[src/rtl/spi_sram_responder.sv]
// spi_sram_responder: Wishbone B4 classic slave that turns single-beat byte
// reads/writes into READ (0x03) / WRITE (0x02) frames on a serial SPI SRAM.
// Every pin is driven from a register; the pin registers are loaded from the
// state held during the previous cycle, so pins trail the state by one cycle.
module spi_sram_responder #(
  parameter int ADDR_WIDTH = 24
) (
  input  logic                  clk_i,
  input  logic                  rst_ni,
  input  logic                  wbs_cyc_i,
  input  logic                  wbs_stb_i,
  input  logic [ADDR_WIDTH-1:0] wbs_adr_i,
  input  logic                  wbs_we_i,
  input  logic [7:0]            wbs_dat_i,
  output logic                  wbs_ack_o,
  output logic                  wbs_err_o,
  output logic                  wbs_rty_o,
  output logic [7:0]            wbs_dat_o,
  input  logic [1:0]            sram_config_i,
  output logic                  spi_sck_o,
  output logic                  spi_mosi_o,
  input  logic                  spi_miso_i,
  output logic [2:0]            spi_cs_n_o
);

  typedef enum logic [1:0] {
    IDLE  = 2'd0,
    SHIFT = 2'd1,
    ACK   = 2'd2,
    ERR   = 2'd3
  } state_t;

  localparam logic [6:0] LAST_CNT = 7'd79;

  state_t      state_r;
  logic [39:0] frame_r;
  logic [2:0]  cs_sel_r;
  logic        we_r;
  logic [6:0]  cnt_r;
  logic [6:0]  rx_r;

  logic [23:0] spi_adr_s;
  logic [39:0] frame_s;

  // Active-low chip-select pattern for a configuration value; 3 selects nothing.
  function automatic logic [2:0] decode_cs(input logic [1:0] cfg);
    logic [2:0] cs;
    case (cfg)
      2'd0:    cs = 3'b110;
      2'd1:    cs = 3'b101;
      2'd2:    cs = 3'b011;
      default: cs = 3'b111;
    endcase
    return cs;
  endfunction

  assign wbs_rty_o = 1'b0;

  // Build the outgoing frame: command, 24-bit address, data byte (0 for reads).
  always_comb begin
    spi_adr_s = 24'(wbs_adr_i);
    if (wbs_we_i) begin
      frame_s = {8'h02, spi_adr_s, wbs_dat_i};
    end else begin
      frame_s = {8'h03, spi_adr_s, 8'h00};
    end
  end

  // Transaction FSM together with every registered Wishbone and SPI output.
  always_ff @(posedge clk_i or negedge rst_ni) begin
    if (!rst_ni) begin
      state_r    <= IDLE;
      frame_r    <= 40'h0;
      cs_sel_r   <= 3'b111;
      we_r       <= 1'b0;
      cnt_r      <= 7'd0;
      rx_r       <= 7'd0;
      wbs_ack_o  <= 1'b0;
      wbs_err_o  <= 1'b0;
      wbs_dat_o  <= 8'h00;
      spi_sck_o  <= 1'b0;
      spi_mosi_o <= 1'b0;
      spi_cs_n_o <= 3'b111;
    end else begin
      case (state_r)
        IDLE: begin
          wbs_ack_o  <= 1'b0;
          wbs_err_o  <= 1'b0;
          spi_sck_o  <= 1'b0;
          spi_mosi_o <= 1'b0;
          spi_cs_n_o <= 3'b111;
          if (wbs_cyc_i && wbs_stb_i) begin
            frame_r  <= frame_s;
            we_r     <= wbs_we_i;
            cs_sel_r <= decode_cs(sram_config_i);
            cnt_r    <= 7'd0;
            rx_r     <= 7'd0;
            state_r  <= (sram_config_i == 2'd3) ? ERR : SHIFT;
          end
        end
        SHIFT: begin
          wbs_ack_o <= 1'b0;
          wbs_err_o <= 1'b0;
          if (!wbs_cyc_i) begin
            // Master abandoned the cycle: release the bus without an ack.
            spi_sck_o  <= 1'b0;
            spi_mosi_o <= 1'b0;
            spi_cs_n_o <= 3'b111;
            cnt_r      <= 7'd0;
            state_r    <= IDLE;
          end else begin
            spi_cs_n_o <= cs_sel_r;
            if (!cnt_r[0]) begin
              // Phase 0: clock low, present next bit; the previous phase 1 just ended.
              spi_sck_o  <= 1'b0;
              spi_mosi_o <= frame_r[39];
              frame_r    <= {frame_r[38:0], 1'b0};
              if (cnt_r != 7'd0) begin
                rx_r <= {rx_r[5:0], spi_miso_i};
              end
            end else begin
              spi_sck_o <= 1'b1;
            end
            if (cnt_r == LAST_CNT) begin
              state_r <= ACK;
            end else begin
              cnt_r <= cnt_r + 7'd1;
            end
          end
        end
        ACK: begin
          // The last phase 1 ends here, so the final MISO bit joins the byte directly.
          wbs_ack_o  <= 1'b1;
          wbs_err_o  <= 1'b0;
          spi_sck_o  <= 1'b0;
          spi_mosi_o <= 1'b0;
          spi_cs_n_o <= 3'b111;
          if (!we_r) begin
            wbs_dat_o <= {rx_r, spi_miso_i};
          end
          cnt_r   <= 7'd0;
          state_r <= IDLE;
        end
        ERR: begin
          wbs_ack_o  <= 1'b0;
          wbs_err_o  <= 1'b1;
          spi_sck_o  <= 1'b0;
          spi_mosi_o <= 1'b0;
          spi_cs_n_o <= 3'b111;
          state_r    <= IDLE;
        end
        default: begin
          wbs_ack_o  <= 1'b0;
          wbs_err_o  <= 1'b0;
          spi_sck_o  <= 1'b0;
          spi_mosi_o <= 1'b0;
          spi_cs_n_o <= 3'b111;
          state_r    <= IDLE;
        end
      endcase
    end
  end

endmodule

[config.mk]
export PLATFORM = sky130hd
export DESIGN_NAME = spi_sram_responder
export DESIGN_NICKNAME = d
export VERILOG_FILES = /design/src/rtl/spi_sram_responder.sv
export SDC_FILE = /design/constraint.sdc
export NUM_CORES = 1
export LEC_CHECK = 0
export CAP_MARGIN = 40
export CORE_UTILIZATION = 50
export DETAILED_ROUTE_END_ITERATION = 12
export PLACE_DENSITY_LB_ADDON = 0.08
export SYNTH_ARGS = -nofsm -noshare
export SYNTH_HDL_FRONTEND = slang
export SYNTH_SLANG_ARGS = --single-unit
[constraint.sdc]
create_clock -name clk_i -period 2.5 [get_ports clk_i]
set_input_delay 0.25 -clock clk_i [delete_from_list [all_inputs] [get_ports clk_i]]
set_output_delay 0.25 -clock clk_i [all_outputs]
set_load 0.05 [all_outputs]
==> flow_summary.html <==
<table>
<tr><th>Metric</th><th>Value</th></tr>
<tr><th colspan="2">Setup path</th></tr>
<tr><td>Path depth of the worst reg2reg path</td><td>5</td></tr>
<tr><td>Reg2Reg Setup Slack</td><td>0.79 ns</td></tr>
<tr><td>Setup CP Type</td><td>register to output port</td></tr>
<tr><td>Delay of the slowest cell on the worst path</td><td>0.79 ns</td></tr>
<tr><td>Cell depth of the worst setup path</td><td>1</td></tr>
<tr><td>Sort of element at the start of the critical path</td><td>register</td></tr>
<tr><td>CP required</td><td>2.25 ns</td></tr>
<tr><td>Max FO, Critical Path</td><td>1</td></tr>
<tr><td>Cell at the slowest stage of the critical path</td><td>clkdlybuf4s50_1</td></tr>
<tr><td>Critical Path AT</td><td>1.66 ns</td></tr>
<tr><td>CP Cell Sequence</td><td>clkdlybuf4s50_1</td></tr>
<tr><td>Bufs and invs on worst path</td><td>1</td></tr>
<tr><td>Category of the worst setup path capture point</td><td>output port</td></tr>
<tr><td>Cell family with the largest share of critical-path delay</td><td>buffers and inverters</td></tr>
<tr><th colspan="2">Die</th></tr>
<tr><td>Area of the die</td><td>0.00700 sq mm</td></tr>
<tr><td>Ports</td><td>56</td></tr>
<tr><td>Rows</td><td>29</td></tr>
<tr><td>Initial Util</td><td>52.3%</td></tr>
<tr><td>Width of the die</td><td>83.7 microns</td></tr>
<tr><td>Core ar.</td><td>0.00639 sq mm</td></tr>
<tr><td>Die Y</td><td>83.7 microns</td></tr>
<tr><th colspan="2">Routing</th></tr>
<tr><td>Antenna Nets Post-Route</td><td>0</td></tr>
<tr><td>Vias/cell</td><td>5.28</td></tr>
<tr><td>Number of detailed-route iterations in the first pass</td><td>4</td></tr>
<tr><td>Count of vias placed by the detailed router</td><td>2399</td></tr>
<tr><td>Residual DRC</td><td>0</td></tr>
<tr><td>DRT iter0 DRCs</td><td>92</td></tr>
<tr><td>Routed len/inst</td><td>13.5 microns</td></tr>
<tr><td>Drt total wl</td><td>6.15 mm</td></tr>
<tr><th colspan="2">Global route</th></tr>
<tr><td>First-pass GRT wire length</td><td>11.1 mm</td></tr>
<tr><td>Number of antenna violations at the first check in global routing</td><td>0</td></tr>
<tr><td>All-layer global routing usage</td><td>20.0%</td></tr>
<tr><td>GR Overflow Total</td><td>0</td></tr>
<tr><td>Largest net degree at the start of global routing</td><td>81</td></tr>
<tr><td>Number of global-route vias before repair</td><td>2396</td></tr>
<tr><th colspan="2">Synth</th></tr>
<tr><td>Area contributors post-synth</td><td>dfrtp_1 (52%), mux2i_1 (9.6%), nand2_1 (6.2%)</td></tr>
<tr><td>Portion of synthesized cell area occupied by the leading cell type</td><td>51.7%</td></tr>
<tr><td>Synthesis warning total</td><td>0</td></tr>
<tr><td>Gate Count Post-Synth</td><td>320</td></tr>
<tr><td>Share of the yosys chip area belonging to registers</td><td>56.5%</td></tr>
<tr><td>Number of enable-type register cells in the synthesized netlist</td><td>0</td></tr>
<tr><td>Average footprint of a synthesized cell</td><td>10.4 sq um</td></tr>
<tr><td>Synth cell types</td><td>35</td></tr>
<tr><td>Library cell with the largest summed area after synthesis</td><td>dfrtp_1</td></tr>
<tr><td>Area of the mapped netlist</td><td>0.00334 sq mm</td></tr>
<tr><td>Primary FF master, synth</td><td>dfrtp_1</td></tr>
<tr><td>Async set-or-reset flop fraction in the synthesized netlist</td><td>100%</td></tr>
<tr><td>Most frequent cell after synthesis</td><td>dfrtp_1</td></tr>
<tr><td>Syn Nets</td><td>362</td></tr>
<tr><td>Number of synthesized register bits</td><td>75</td></tr>
<tr><td>Leading post-synthesis cells by instance count</td><td>dfrtp_1 (69), nand2_1 (55), o21ai_0 (39), mux2i_1 (32), nor2_1 (14)</td></tr>
<tr><th colspan="2">Layout</th></tr>
<tr><td>Ratio of cells with drive above 1 in the final layout</td><td>11.9%</td></tr>
<tr><td>Post-layout net count</td><td>415</td></tr>
<tr><td>Diode count</td><td>0</td></tr>
<tr><td>Number of filler cells placed in the layout</td><td>536</td></tr>
<tr><td>Area Overhead vs Synth</td><td>24.9%</td></tr>
<tr><td>Multi-input combinational cell area</td><td>0.00132 sq mm</td></tr>
<tr><td>Combined flip-flop and latch cell area</td><td>0.00188 sq mm</td></tr>
<tr><th colspan="2">Timing</th></tr>
<tr><td>RSZ-0062 raised after global routing</td><td>no</td></tr>
<tr><td>Max Clock Skew</td><td>0.00538 ns</td></tr>
<tr><td>Time the final worst path needs with I/O delays and setup</td><td>1.91 ns</td></tr>
<tr><td>Pins Over Slew Limit</td><td>0</td></tr>
<tr><td>Setup violators final</td><td>0</td></tr>
<tr><td>Final Hold Viols</td><td>0</td></tr>
<tr><td>Worst slew margin relative to its limit</td><td>66.7%</td></tr>
<tr><td>Min setup slack post-route</td><td>0.587 ns</td></tr>
<tr><td>Actual transition at the worst max-transition pin</td><td>0.498 ns</td></tr>
<tr><td>Highest clock rate</td><td>0.523 GHz</td></tr>
<tr><td>Fin crit share</td><td>76.5%</td></tr>
<tr><td>Final total negative setup slack</td><td>0 ns</td></tr>
<tr><th colspan="2">Place</th></tr>
<tr><td>Setup Slack @ Placement</td><td>0.710 ns</td></tr>
<tr><td>Number of buffer cells added on primary ports</td><td>54</td></tr>
<tr><td>Placer congestion estimate</td><td>0.931</td></tr>
<tr><td>Total half-perimeter wirelength after legalization and detailed placement</td><td>4.07 mm</td></tr>
<tr><th colspan="2">Power and ir drop</th></tr>
<tr><td>Power per unit of standard cell area</td><td>819 mW/mm^2</td></tr>
<tr><td>Max VDD drop</td><td>602 uV</td></tr>
<tr><td>Leakage power figure</td><td>1.87 nW</td></tr>
<tr><th colspan="2">Clock network</th></tr>
<tr><td>Setup Buffers After CTS</td><td>0</td></tr>
<tr><td>TritonCTS clock tree</td><td>built</td></tr>
<tr><td>Sink Count</td><td>75</td></tr>
<tr><td>Htree depth</td><td>3</td></tr>
<tr><td>Latest clock arrival within the worst-skew pair</td><td>0.35 ns</td></tr>
<tr><td>CTS-repair resized insts</td><td>0</td></tr>
<tr><td>Cell at the root of the clock tree</td><td>clkbuf_8</td></tr>
<tr><td>Clock slew at reported path FFs</td><td>0.08 ns</td></tr>
<tr><td>Maximum clock insertion buffer count</td><td>2</td></tr>
<tr><td>Inserted Clock Buffers</td><td>9</td></tr>
<tr><th colspan="2">Status</th></tr>
<tr><td>Run status</td><td>completed</td></tr>
<tr><th colspan="2">Flow run</th></tr>
<tr><td>Maxcap violations</td><td>0</td></tr>
<tr><th colspan="2">Worst hold path</th></tr>
<tr><td>Class of the most critical hold timing path</td><td>primary input to asynchronous set/reset pin</td></tr>
</table>
## metal layers
| layer | track usage [%] | share of wire, % | vias to the layer above |
|---|---|---|---|
| met2 | 32.1 | 47 | 61 |
| met5 | 0 | 0 | - |
| met3 | 3.96 | 4.0 | 11 |
| li1 | - | - | 1195 |
| met4 | 8.32 | 1.8 | 0 |
| met1 | 26.7 | 48 | 1132 |
## power breakdown
part           internal, mW  switching, mW  leakage (nW)
registers              1.47          0.146         0.965
logic                 0.366          0.486         0.806
clock network         0.508          0.435        0.0974
total                  2.35           1.07          1.87
## placed cells by master (no fill, tap or decap), types with 2 or more instances in the layout
cell,n
buf_4,3
a31oi_1,4
nand2b_1,4
o21ai_0,39
inv_1,12
mux2i_1,32
mux2_2,10
ha_1,2
nor2b_1,2
clkdlybuf4s50_1,53
buf_12,3
a21oi_1,12
nand2_1,55
nor2_1,14
nand3_1,4
o31ai_1,2
dfstp_2,6
or2_2,4
o21ai_1,7
and3_1,9
clkinvlp_4,2
dfrtp_1,69
clkbuf_8,11
## final timing paths
| path | to | start |
|---|---|---|
| worst max-delay path | spi_cs_n_o[2] | spi_cs_n_o[2] |
| worst min-delay path | cnt_r[4] | rst_ni |
| worst max register to register | rx_r[2] | cnt_r[0] |
| worst min register to register | frame_r[39] | frame_r[39] |
| max in group asynchronous | frame_r[27] | rst_ni |
| min in group clk_i | cs_sel_r[2] | sram_config_i[1] |
## sequential cells by signal, summed over array words and instances, names as in the netlist
name / count
cnt_r: 7
cs_sel_r: 3
frame_r: 40
rx_r: 7
spi_cs_n_o: 3
spi_mosi_o: 1
spi_sck_o: 1
state_r: 2
wbs_ack_o: 1
wbs_dat_o: 8
wbs_err_o: 1
we_r: 1
## through the flow
step	total power, mW	hold WS (ns)	std cells	cell area (sq um)	utilization [%]
after floorplan	2.19	-0.0456	320	3340	-
after global placement	2.47	0.458	437	3940	61.6
after detailed placement	2.50	0.221	438	3960	62.0
after CTS	3.45	0.389	454	4170	65.3
after global routing	3.62	0.422	454	4170	65.3
final	3.41	0.389	454	4170	65.3
## cell type report
class / count / share of cell area, %
flip-flops and latches: 75 / 45.2
multi-input cells: 215 / 31.6
repair buffers: 60 / 15.0
clock buffers: 11 / 3.63
well taps: 77 / 2.31
clock inverters: 4 / 1.20
inverters: 12 / 1.08
## timing repair
action | CTS | global route
hold buffers | 1 | 0
setup endpoints to repair | 0 | 0
hold endpoints to repair | 27 | 0
## cell families (layout without fill, tap and decap cells)
| family | Yosys count | count (layout) | synth area share [%] |
|---|---|---|---|
| compound gates | 72 | 72 | 11.9 |
| fa+ha+maj | 2 | 2 | 0.750 |
| buf+inv | 30 | 87 | 4.31 |
| flops | 75 | 75 | 56.5 |
| mux | 42 | 42 | 13.0 |
| other cells | 1 | 1 | 0.112 |
| simple gates | 98 | 98 | 13.5 |
No activity file was read; power rests on OpenSTA's default activity.
